==> config.mk <==
export PLATFORM = sky130hd
export DESIGN_NAME = audio_input_controller
export DESIGN_NICKNAME = d
export VERILOG_FILES = /design/src/rtl/audio_input_controller_pkg.sv /design/src/rtl/audio_input_controller_capture_fifo.sv /design/src/rtl/audio_input_controller.sv
export SDC_FILE = /design/constraint.sdc
export NUM_CORES = 1
export LEC_CHECK = 0
export ABC_AREA = 0
export CAP_MARGIN = 15
export CORE_MARGIN = 10
export CORE_UTILIZATION = 40
export DETAILED_ROUTE_END_ITERATION = 10
export SLEW_MARGIN = 20
export SYNTH_ARGS = -nofsm -noshare
export SYNTH_HDL_FRONTEND = slang
export SYNTH_SLANG_ARGS = --single-unit
==> constraint.sdc <==
create_clock -name i_clock -period 5.11 [get_ports i_clock]
set_input_delay 1.022 -clock i_clock [delete_from_list [all_inputs] [get_ports i_clock]]
set_output_delay 1.022 -clock i_clock [all_outputs]
set_load 0.02 [all_outputs]
==> src/rtl/audio_input_controller_pkg.sv <==
// Shared types and constants for the audio capture path: the stereo sample
// layout, the register map of the CPU port and the control/status bit layout.
package audio_pkg;

    // One stereo sample exactly as it is stored in the FIFO and returned by a pop.
    typedef struct packed {
        logic [15:0] left;
        logic [15:0] right;
    } sample_t;

    // Register indices on the 4-bit CPU address bus.
    localparam logic [3:0] AUDIO_REG_DATA   = 4'd0;
    localparam logic [3:0] AUDIO_REG_QUEUED = 4'd1;
    localparam logic [3:0] AUDIO_REG_RATE   = 4'd2;
    localparam logic [3:0] AUDIO_REG_CTRL   = 4'd3;

    // Bit positions inside the control/status register.
    localparam int CTRL_ENABLE_BIT   = 0;
    localparam int CTRL_OVERRUN_BIT  = 1;
    localparam int CTRL_UNDERRUN_BIT = 2;
    localparam int CTRL_FLUSH_BIT    = 3;

    // Divider for 22050 Hz * 256 from a 100 MHz system clock.
    localparam logic [31:0] AUDIO_DEFAULT_RATE = 32'd17;

    // Status word layout; the flush position always reads back as zero.
    function automatic logic [31:0] ctrl_status(input logic enable,
                                                input logic overrun,
                                                input logic underrun);
        return {28'd0, 1'b0, underrun, overrun, enable};
    endfunction

endpackage

==> src/rtl/audio_input_controller_capture_fifo.sv <==
// First-word-fall-through sample FIFO for the capture path. Owns the rules for
// simultaneous push/pop: a pop is only honoured when data is present, a push
// into a full FIFO is only honoured when a pop frees a slot on the same edge,
// and a flush discards both pointers and any push on the same edge.
module audio_capture_fifo
    import audio_pkg::*;
#(
    parameter int DEPTH = 4
) (
    input  logic                     i_clock,
    input  logic                     i_reset,
    input  logic                     push,
    input  logic                     pop,
    input  logic                     flush,
    input  sample_t                  wdata,
    output sample_t                  rdata,
    output logic                     empty,
    output logic                     full,
    output logic [$clog2(DEPTH):0]   count
);

    localparam int PTR_W = $clog2(DEPTH);
    localparam int CNT_W = PTR_W + 1;
    localparam logic [CNT_W-1:0] FULL_COUNT = CNT_W'(DEPTH);
    localparam logic [CNT_W-1:0] ZERO_COUNT = {CNT_W{1'b0}};
    localparam logic [CNT_W-1:0] ONE_COUNT  = CNT_W'(1);
    localparam logic [PTR_W-1:0] ONE_PTR    = PTR_W'(1);

    sample_t            mem_r [DEPTH];
    logic [PTR_W-1:0]   wr_ptr_r;
    logic [PTR_W-1:0]   rd_ptr_r;
    logic [CNT_W-1:0]   count_r;
    logic               pop_ok_s;
    logic               push_ok_s;

    // Decide which of the requested operations actually take effect this edge.
    always_comb begin
        pop_ok_s  = 1'b0;
        push_ok_s = 1'b0;
        if (flush) begin
            pop_ok_s  = 1'b0;
            push_ok_s = 1'b0;
        end else begin
            pop_ok_s  = pop && (count_r != ZERO_COUNT);
            push_ok_s = push && ((count_r != FULL_COUNT) || pop_ok_s);
        end
    end

    // Pointer and occupancy bookkeeping; pointers wrap naturally at DEPTH.
    always_ff @(posedge i_clock) begin
        if (!i_reset) begin
            wr_ptr_r <= {PTR_W{1'b0}};
            rd_ptr_r <= {PTR_W{1'b0}};
            count_r  <= ZERO_COUNT;
        end else if (flush) begin
            wr_ptr_r <= {PTR_W{1'b0}};
            rd_ptr_r <= {PTR_W{1'b0}};
            count_r  <= ZERO_COUNT;
        end else begin
            if (push_ok_s) begin
                wr_ptr_r <= wr_ptr_r + ONE_PTR;
            end else begin
                wr_ptr_r <= wr_ptr_r;
            end
            if (pop_ok_s) begin
                rd_ptr_r <= rd_ptr_r + ONE_PTR;
            end else begin
                rd_ptr_r <= rd_ptr_r;
            end
            case ({push_ok_s, pop_ok_s})
                2'b10:   count_r <= count_r + ONE_COUNT;
                2'b01:   count_r <= count_r - ONE_COUNT;
                default: count_r <= count_r;
            endcase
        end
    end

    // Sample storage; cleared on reset so the head never shows stale data.
    always_ff @(posedge i_clock) begin
        if (!i_reset) begin
            for (int i = 0; i < DEPTH; i++) begin
                mem_r[i] <= '{left: 16'd0, right: 16'd0};
            end
        end else if (push_ok_s) begin
            mem_r[wr_ptr_r] <= wdata;
        end else begin
            mem_r[wr_ptr_r] <= mem_r[wr_ptr_r];
        end
    end

    assign rdata = mem_r[rd_ptr_r];
    assign empty = (count_r == ZERO_COUNT);
    assign full  = (count_r == FULL_COUNT);
    assign count = count_r;

endmodule

==> src/rtl/audio_input_controller.sv <==
// Audio capture controller: detects each level change of the input sample
// strobe, queues the stereo sample in a small FIFO and exposes the FIFO, the
// sample-rate divider and the enable/overrun/underrun flags through a simple
// request/ready register port (one side effect per request).
module audio_input_controller
    import audio_pkg::*;
#(
    parameter int BUFFER_SIZE = 4
) (
    input  logic        i_clock,
    input  logic        i_reset,
    input  logic        i_request,
    input  logic        i_rw,
    input  logic [3:0]  i_address,
    input  logic [31:0] i_wdata,
    output logic [31:0] o_rdata,
    output logic        o_ready,
    input  logic        i_input_sample_clock,
    input  logic [15:0] i_input_sample_left,
    input  logic [15:0] i_input_sample_right,
    output logic [31:0] o_input_sample_rate,
    output logic        o_input_enable
);

    localparam int CNT_W = $clog2(BUFFER_SIZE) + 1;

    logic               last_sample_clock_r;
    logic               enable_r;
    logic               overrun_r;
    logic               underrun_r;
    logic [31:0]        rate_r;
    logic [31:0]        rdata_r;
    logic               ready_r;

    sample_t            capture_s;
    sample_t            head_s;
    logic               fifo_empty_s;
    logic               fifo_full_s;
    logic [CNT_W-1:0]   fifo_count_s;

    logic               toggle_s;
    logic               push_s;
    logic               access_s;
    logic               pop_s;
    logic               pop_accept_s;
    logic               ctrl_wr_s;
    logic               rate_wr_s;
    logic               flush_s;
    logic               overrun_set_s;
    logic               overrun_clr_s;
    logic               underrun_set_s;
    logic               underrun_clr_s;
    logic [31:0]        read_mux_s;

    // Decode strobe toggles and CPU accesses into per-cycle events.
    always_comb begin
        capture_s.left  = i_input_sample_left;
        capture_s.right = i_input_sample_right;
        toggle_s        = (i_input_sample_clock != last_sample_clock_r);
        push_s          = toggle_s && enable_r;
        // A request is acted on only in the cycle before o_ready rises.
        access_s        = i_request && !ready_r;
        pop_s           = access_s && !i_rw && (i_address == AUDIO_REG_DATA);
        ctrl_wr_s       = access_s && i_rw && (i_address == AUDIO_REG_CTRL);
        rate_wr_s       = access_s && i_rw && (i_address == AUDIO_REG_RATE);
        flush_s         = ctrl_wr_s && i_wdata[CTRL_FLUSH_BIT];
        pop_accept_s    = pop_s && !fifo_empty_s;
        // A sample lost to a flush is intentional and not an overrun.
        overrun_set_s   = push_s && fifo_full_s && !pop_accept_s && !flush_s;
        overrun_clr_s   = ctrl_wr_s && i_wdata[CTRL_OVERRUN_BIT];
        underrun_set_s  = pop_s && fifo_empty_s;
        underrun_clr_s  = ctrl_wr_s && i_wdata[CTRL_UNDERRUN_BIT];
    end

    // Register read multiplexer; unmapped addresses read as zero.
    always_comb begin
        read_mux_s = 32'd0;
        case (i_address)
            AUDIO_REG_DATA: begin
                if (fifo_empty_s) begin
                    read_mux_s = 32'd0;
                end else begin
                    read_mux_s = head_s;
                end
            end
            AUDIO_REG_QUEUED: read_mux_s = 32'(fifo_count_s);
            AUDIO_REG_RATE:   read_mux_s = rate_r;
            AUDIO_REG_CTRL:   read_mux_s = ctrl_status(enable_r, overrun_r, underrun_r);
            default:          read_mux_s = 32'd0;
        endcase
    end

    // CPU handshake: ready follows the request one cycle later, data latched on access.
    always_ff @(posedge i_clock) begin
        if (!i_reset) begin
            ready_r <= 1'b0;
            rdata_r <= 32'd0;
        end else begin
            ready_r <= i_request;
            if (access_s && !i_rw) begin
                rdata_r <= read_mux_s;
            end else if (access_s) begin
                rdata_r <= 32'd0;
            end else begin
                rdata_r <= rdata_r;
            end
        end
    end

    // Capture configuration and strobe history.
    always_ff @(posedge i_clock) begin
        if (!i_reset) begin
            last_sample_clock_r <= 1'b0;
            enable_r            <= 1'b0;
            rate_r              <= AUDIO_DEFAULT_RATE;
        end else begin
            last_sample_clock_r <= i_input_sample_clock;
            if (ctrl_wr_s) begin
                enable_r <= i_wdata[CTRL_ENABLE_BIT];
            end else begin
                enable_r <= enable_r;
            end
            if (rate_wr_s) begin
                rate_r <= i_wdata;
            end else begin
                rate_r <= rate_r;
            end
        end
    end

    // Sticky error flags; a set on the same edge as a clear wins.
    always_ff @(posedge i_clock) begin
        if (!i_reset) begin
            overrun_r  <= 1'b0;
            underrun_r <= 1'b0;
        end else begin
            if (overrun_set_s) begin
                overrun_r <= 1'b1;
            end else if (overrun_clr_s) begin
                overrun_r <= 1'b0;
            end else begin
                overrun_r <= overrun_r;
            end
            if (underrun_set_s) begin
                underrun_r <= 1'b1;
            end else if (underrun_clr_s) begin
                underrun_r <= 1'b0;
            end else begin
                underrun_r <= underrun_r;
            end
        end
    end

    audio_capture_fifo #(
        .DEPTH (BUFFER_SIZE)
    ) u_fifo (
        .i_clock (i_clock),
        .i_reset (i_reset),
        .push    (push_s),
        .pop     (pop_s),
        .flush   (flush_s),
        .wdata   (capture_s),
        .rdata   (head_s),
        .empty   (fifo_empty_s),
        .full    (fifo_full_s),
        .count   (fifo_count_s)
    );

    assign o_ready             = ready_r;
    assign o_rdata             = rdata_r;
    assign o_input_sample_rate = rate_r;
    assign o_input_enable      = enable_r;

endmodule
# After elaboration in Yosys (flattened, before gate mapping)

Memories as Yosys holds them, arrays and structs flattened. A register that Yosys moved wholly into a read port is not among the register bits.
Index checks and enable logic that the tools add are counted.

Register bits after elaboration: 76
RAM bits: 128
Input port bits: 73
Word-level logic and storage cells: 83
Memories kept: 1

$add $sub $neg: 4
Eq/ne operators: 9
Multiplexer cells: 24
Bitwise operators: 2
Reductions and logical operators: 33

Memories:

| memory       | depth | width | read ports | clocked after memory_dff | wr ports | line                                      | source |
|---|---|---|---|---|---|---|---|
| u_fifo.mem_r | 4     | 32    | 1          | 1                        | 4        | audio_input_controller_capture_fifo.sv:29 | `sample_t mem_r [DEPTH];` |

Operators with widths:

| operator                                                               | number |
|---|---|
| 32-bit 2-to-1 mux                                                      | 5 |
| 32-bit one-hot mux with 4 select lines                                 | 1 |
| 32-bit OR reduction                                                    | 1 |
| 1-bit logical AND                                                      | 17 |
| 1-bit 2-to-1 mux                                                       | 14 |
| 4-bit by 2-bit equality test with 1-bit output (second input constant) | 2 |
| 2-bit nonzero test                                                     | 4 |
| 2-bit 2-to-1 mux                                                       | 3 |
| 3-bit one-hot mux with 2 select lines                                  | 1 |
| 1-bit logical NOT                                                      | 5 |
| 2-bit by 1-bit adder with 2-bit output (second input constant)         | 2 |
| 4-bit by 1-bit equality test with 1-bit output (second input constant) | 1 |
| 4-bit logical NOT                                                      | 1 |
| 3-bit by 1-bit adder with 3-bit output (second input constant)         | 1 |
| 3-bit equality test (second input constant)                            | 1 |
| 3-bit logical NOT                                                      | 1 |
| 3-bit inequality test (second input constant)                          | 1 |
| 3-bit nonzero test                                                     | 1 |
| 3-bit by 1-bit subtractor with 3-bit output (second input constant)    | 1 |
| 2-bit by 1-bit equality test with 1-bit output (second input constant) | 1 |
| 2-bit equality test (second input constant)                            | 1 |
| 2-bit AND reduction                                                    | 1 |
| 2-bit OR reduction                                                     | 1 |
| 1-bit logical OR                                                       | 1 |
| other kinds (4)                                                        | 4 |

# Longest topological paths before layout

Word-level depth: 15
Gate-level depth with buffers: 10
Mapped depth without buffers: 9

# Modules after synthesis

From an unflattened synthesis, not the netlist that was laid out.

Cells, all modules: 723
Area total of the unflattened synthesis: 8667.1 um^2

By module, submodules not included:

| module                 | instances | cells each | area each (um^2) |
|---|---|---|---|
| audio_capture_fifo     | 1         | 399        | 5848.1 |
| audio_input_controller | 1         | 324        | 2819.0 |

# Worst setup path after synthesis

OpenSTA, ideal clock, no wires.

Path kind: input port to flip-flop
Start point: in i_address[1]
End point: mem u_fifo.mem_r[3][0] (netlist bit) (enable)
Setup time: 0.470 ns
Data arrival time: 4.750 ns
Slack: -0.110 ns
Stages on the path: 4
Cells stage by stage: or4_4 > o311ai_4 > nand2_4 > o31ai_1

RTL lines:

| element            | line                                      | source |
|---|---|---|
| start: declaration | audio_input_controller.sv:14              | `input logic [3:0] i_address,` |
| end: declaration   | audio_input_controller_capture_fifo.sv:29 |  |

==> run summary <==
cell taking the most area after synthesis: sky130_fd_sc_hd__edfxtp_1
count of unresolved DRC violations after routing: 0
total detailed-routing wirelength: 22190 um
clock root buffer: sky130_fd_sc_hd__clkbuf_16
number of buffers and inverters on the critical path: 3
post-layout minimum cycle time: 3.714 ns
Crit Path Category: in -> reg
Clock H-tree levels: 1
CP Capture Type: register
ratio of routed vias to standard cells: 5.255
post-synthesis sequential area ratio: 62.32%
post-synthesis area per instance: 12.44 um^2
hold buffer count at CTS: 0
final slew viol count: 0
setup repair bufs after CTS: 0
run status: completed
starting DRC count in detailed routing: 467
number of core rows: 53
Fin. Hold Viols: 0
total gr overflow: 0
max capacitance violation total: 0
slowest stage cell, crit path: sky130_fd_sc_hd__o311ai_4
maximum number of pins on one net before global-route repair: 47
main flop type after synthesis: sky130_fd_sc_hd__edfxtp_1
peak per-stage delay on the critical path: 0.65 ns
total setup violations reported at the end of the flow: 0
x dimension of the die: 167.3 um
input/output buffers: 138
crit path DAT: 3.85 ns
distinct cell type count after synthesis: 51
detailed-router iteration count before antenna repair: 5
number of CTS-inserted buffers: 22
RSZ-0062 raised after global routing: no
power density over cell area: 325.3 mW/mm^2
number of buffers on the longest clock path: 3
ratio of cells with drive above 1 in the final layout: 12.07%
Antenna Diode Count: 0
antenna violation net count after detailed routing: 0
Area growth, synth to finish: 26.63%
Worst Hold Class: reg -> reg
number of cells produced by synthesis: 697
via count of the first global-routing pass: 6187
clock net sink count: 206
Setup TNS: 0 ns
Clock Skews: 0.008508 ns
Clk pin slew, worst setup/hold paths: 0.06 ns
IO Pins: 139
maximum fanout along the worst path: 40
first-pass GRT wire length: 35280 um
Routability Congestion: 0.8039
IR drop worst, VDD: 0.0001947 V
total routing resource utilization after global routing: 15.31%
CP cell instances: clkdlybuf4s50_1 -> or2b_2 -> o311ai_4 -> nand2_4 -> buf_4 -> o31ai_4 -> buf_4
final setup margin: 1.396 ns
post-placement worst setup slack: 0.8833 ns
EDFF count, synth: 128
CTS tree: built
initial core utilization: 41.00%
cell mode on critical path: sky130_fd_sc_hd__buf_4
family of cells with the greatest summed delay on the critical path: buffers and inverters
die outline area: 0.02797 mm^2
top cells by area in the synthesized netlist: sky130_fd_sc_hd__edfxtp_1 44%, sky130_fd_sc_hd__dfxtp_1 18%, sky130_fd_sc_hd__mux4_2 8.3%
Worst Max-Slew Pin Slew: 0.8108 ns
Startpoint Class: primary input
Syn Std Cell Area: 0.008673 mm^2
syn nets: 772
antenna violations before repair: 0
final standard cell area without fillers: 0.01098 mm^2
die outline height: 167.3 um
Tcrit/Tclk final: 72.68%
data required time of the critical path: 5.25 ns
DP Wirelength: 15230 um
DR vias: 5886
synthesized flop and latch total: 206
relative slew slack: 45.94%
placeable core area: 0.02115 mm^2
timing-limited maximum frequency: 269.3 MHz
hold slack: 0.4856 ns
number of nets in the layout: 904
routed len/inst: 19.81 um
area share of the largest cell type after synthesis: 44.32%
Clock Latency Late Sink: 0.50 ns
area after detailed placement: 0.01026 mm^2
cells resized by post-CTS repair: 0
standby leakage power: 3.642 nW
Synth async-reset ratio: 0%
number of warnings issued by yosys: 0
[report_power, final]
group | internal [mW] | leakage, nW | total (mW) | switching, mW
Clock | 0.963 | 0.346 | 1.59 | 0.624
Sequential | 1.80 | 1.95 | 1.81 | 0.0122
Combinational | 0.0837 | 1.35 | 0.175 | 0.0915
Total | 2.85 | 3.64 | 3.57 | 0.728
[cells in the mapped netlist, drive strengths merged (4+ instances only)]
cell / number
nor2b: 21
a222oi: 18
clkbuf: 27
mux4: 32
edfxtp: 128
nor3b: 5
inv: 6
nand3: 4
buf: 20
nor2: 139
a21oi: 8
mux2: 4
dfxtp: 78
a22oi: 12
nand2: 111
a21boi: 42
[worst min-delay path, delay by kind of cell, from the launching register on]
family             cells  cell delay, ns
DFF                    1            0.32
AOI/OAI and AO/OA      1            0.06
and+or+nand+nor        1            0.05
[cells in the final DEF (no fill, tap or decap), types with 3 or more instances in the layout]
master and count:
sky130_fd_sc_hd__nor2b_1 21, sky130_fd_sc_hd__edfxtp_1 128, sky130_fd_sc_hd__mux4_2 32, sky130_fd_sc_hd__clkinv_1 9
sky130_fd_sc_hd__a22o_1 3, sky130_fd_sc_hd__clkbuf_16 23, sky130_fd_sc_hd__a21boi_0 34, sky130_fd_sc_hd__mux2_2 3
sky130_fd_sc_hd__nand4_4 3, sky130_fd_sc_hd__a21boi_1 8, sky130_fd_sc_hd__a21oi_1 8, sky130_fd_sc_hd__a222oi_1 18
sky130_fd_sc_hd__buf_4 18, sky130_fd_sc_hd__bufinv_16 3, sky130_fd_sc_hd__nor2_1 139, sky130_fd_sc_hd__dfxtp_1 77
sky130_fd_sc_hd__a221oi_1 3, sky130_fd_sc_hd__clkdlybuf4s50_1 137, sky130_fd_sc_hd__nor3b_1 4, sky130_fd_sc_hd__and2_1 3
sky130_fd_sc_hd__inv_1 6, sky130_fd_sc_hd__a22oi_1 12, sky130_fd_sc_hd__nand2_1 110, sky130_fd_sc_hd__nand3_1 4
[per-stage QoR]
stage	utilization, %	power (mW)	std cells
after floorplan	-	1.919	697
after global placement	48.50	2.018	1080
after detailed placement	48.50	2.023	1080
after CTS	51.91	3.608	1120
after global routing	51.92	3.699	1120
final	51.92	3.573	1120
[logic make-up after synthesis]
| logic type | share of synthesized area (%) |
|---|---|
| AOI/OAI and AO/OA | 8.959 |
| xor gates and xnor gates | 0.4040 |
| adders and majority gates | 0.3751 |
| buffers and inverters | 3.592 |
| DFF | 62.32 |
| muxes | 8.872 |
| and+or+nand+nor | 15.48 |
[final cells by class]
| type | count | area, um^2 |
|---|---|---|
| fillers | 1806 | 10170 |
| flip-flops and latches | 206 | 5406 |
| multi-input cells | 437 | 2977 |
| repair buffers | 156 | 1511 |
| clock buffers | 25 | 583.1 |
| well taps | 275 | 344.1 |
| clock inverters | 15 | 138.9 |
| inverters | 6 | 22.52 |
[worst paths after layout]
check                                         end                                  from  slack [ns]  depth (start not counted)
max                 u_fifo.mem_r[3][24]$_DFFE_PP_                             i_request        1.40                          7
min          o_input_sample_rate[20]$_SDFFE_PN0P_  o_input_sample_rate[20]$_SDFFE_PN0P_        0.49                          2
max reg2reg         u_fifo.mem_r[3][24]$_DFFE_PP_                    o_ready$_SDFF_PN0_        2.10                          6
min reg2reg  o_input_sample_rate[20]$_SDFFE_PN0P_  o_input_sample_rate[20]$_SDFFE_PN0P_        0.49                          2
[per-layer routing]
layer	track usage, %	wire length, um	vias to the layer above
li1	-	-	2774
met1	21.12	10160	2901
met2	24.39	10300	197
met3	3.254	1526	14
met4	3.104	196	0
met5	0	0	-
[sequential cells by signal (all words and copies together), names as in the netlist, named ones only]
name,count
u_fifo.rd_ptr_r,2
u_fifo.mem_r,128
underrun_r,1
o_input_enable,1
o_input_sample_rate,32
o_ready,1
u_fifo.count,3
overrun_r,1
u_fifo.wr_ptr_r,2
last_sample_clock_r,1
o_rdata,32
(Power assumes the default switching activity.)
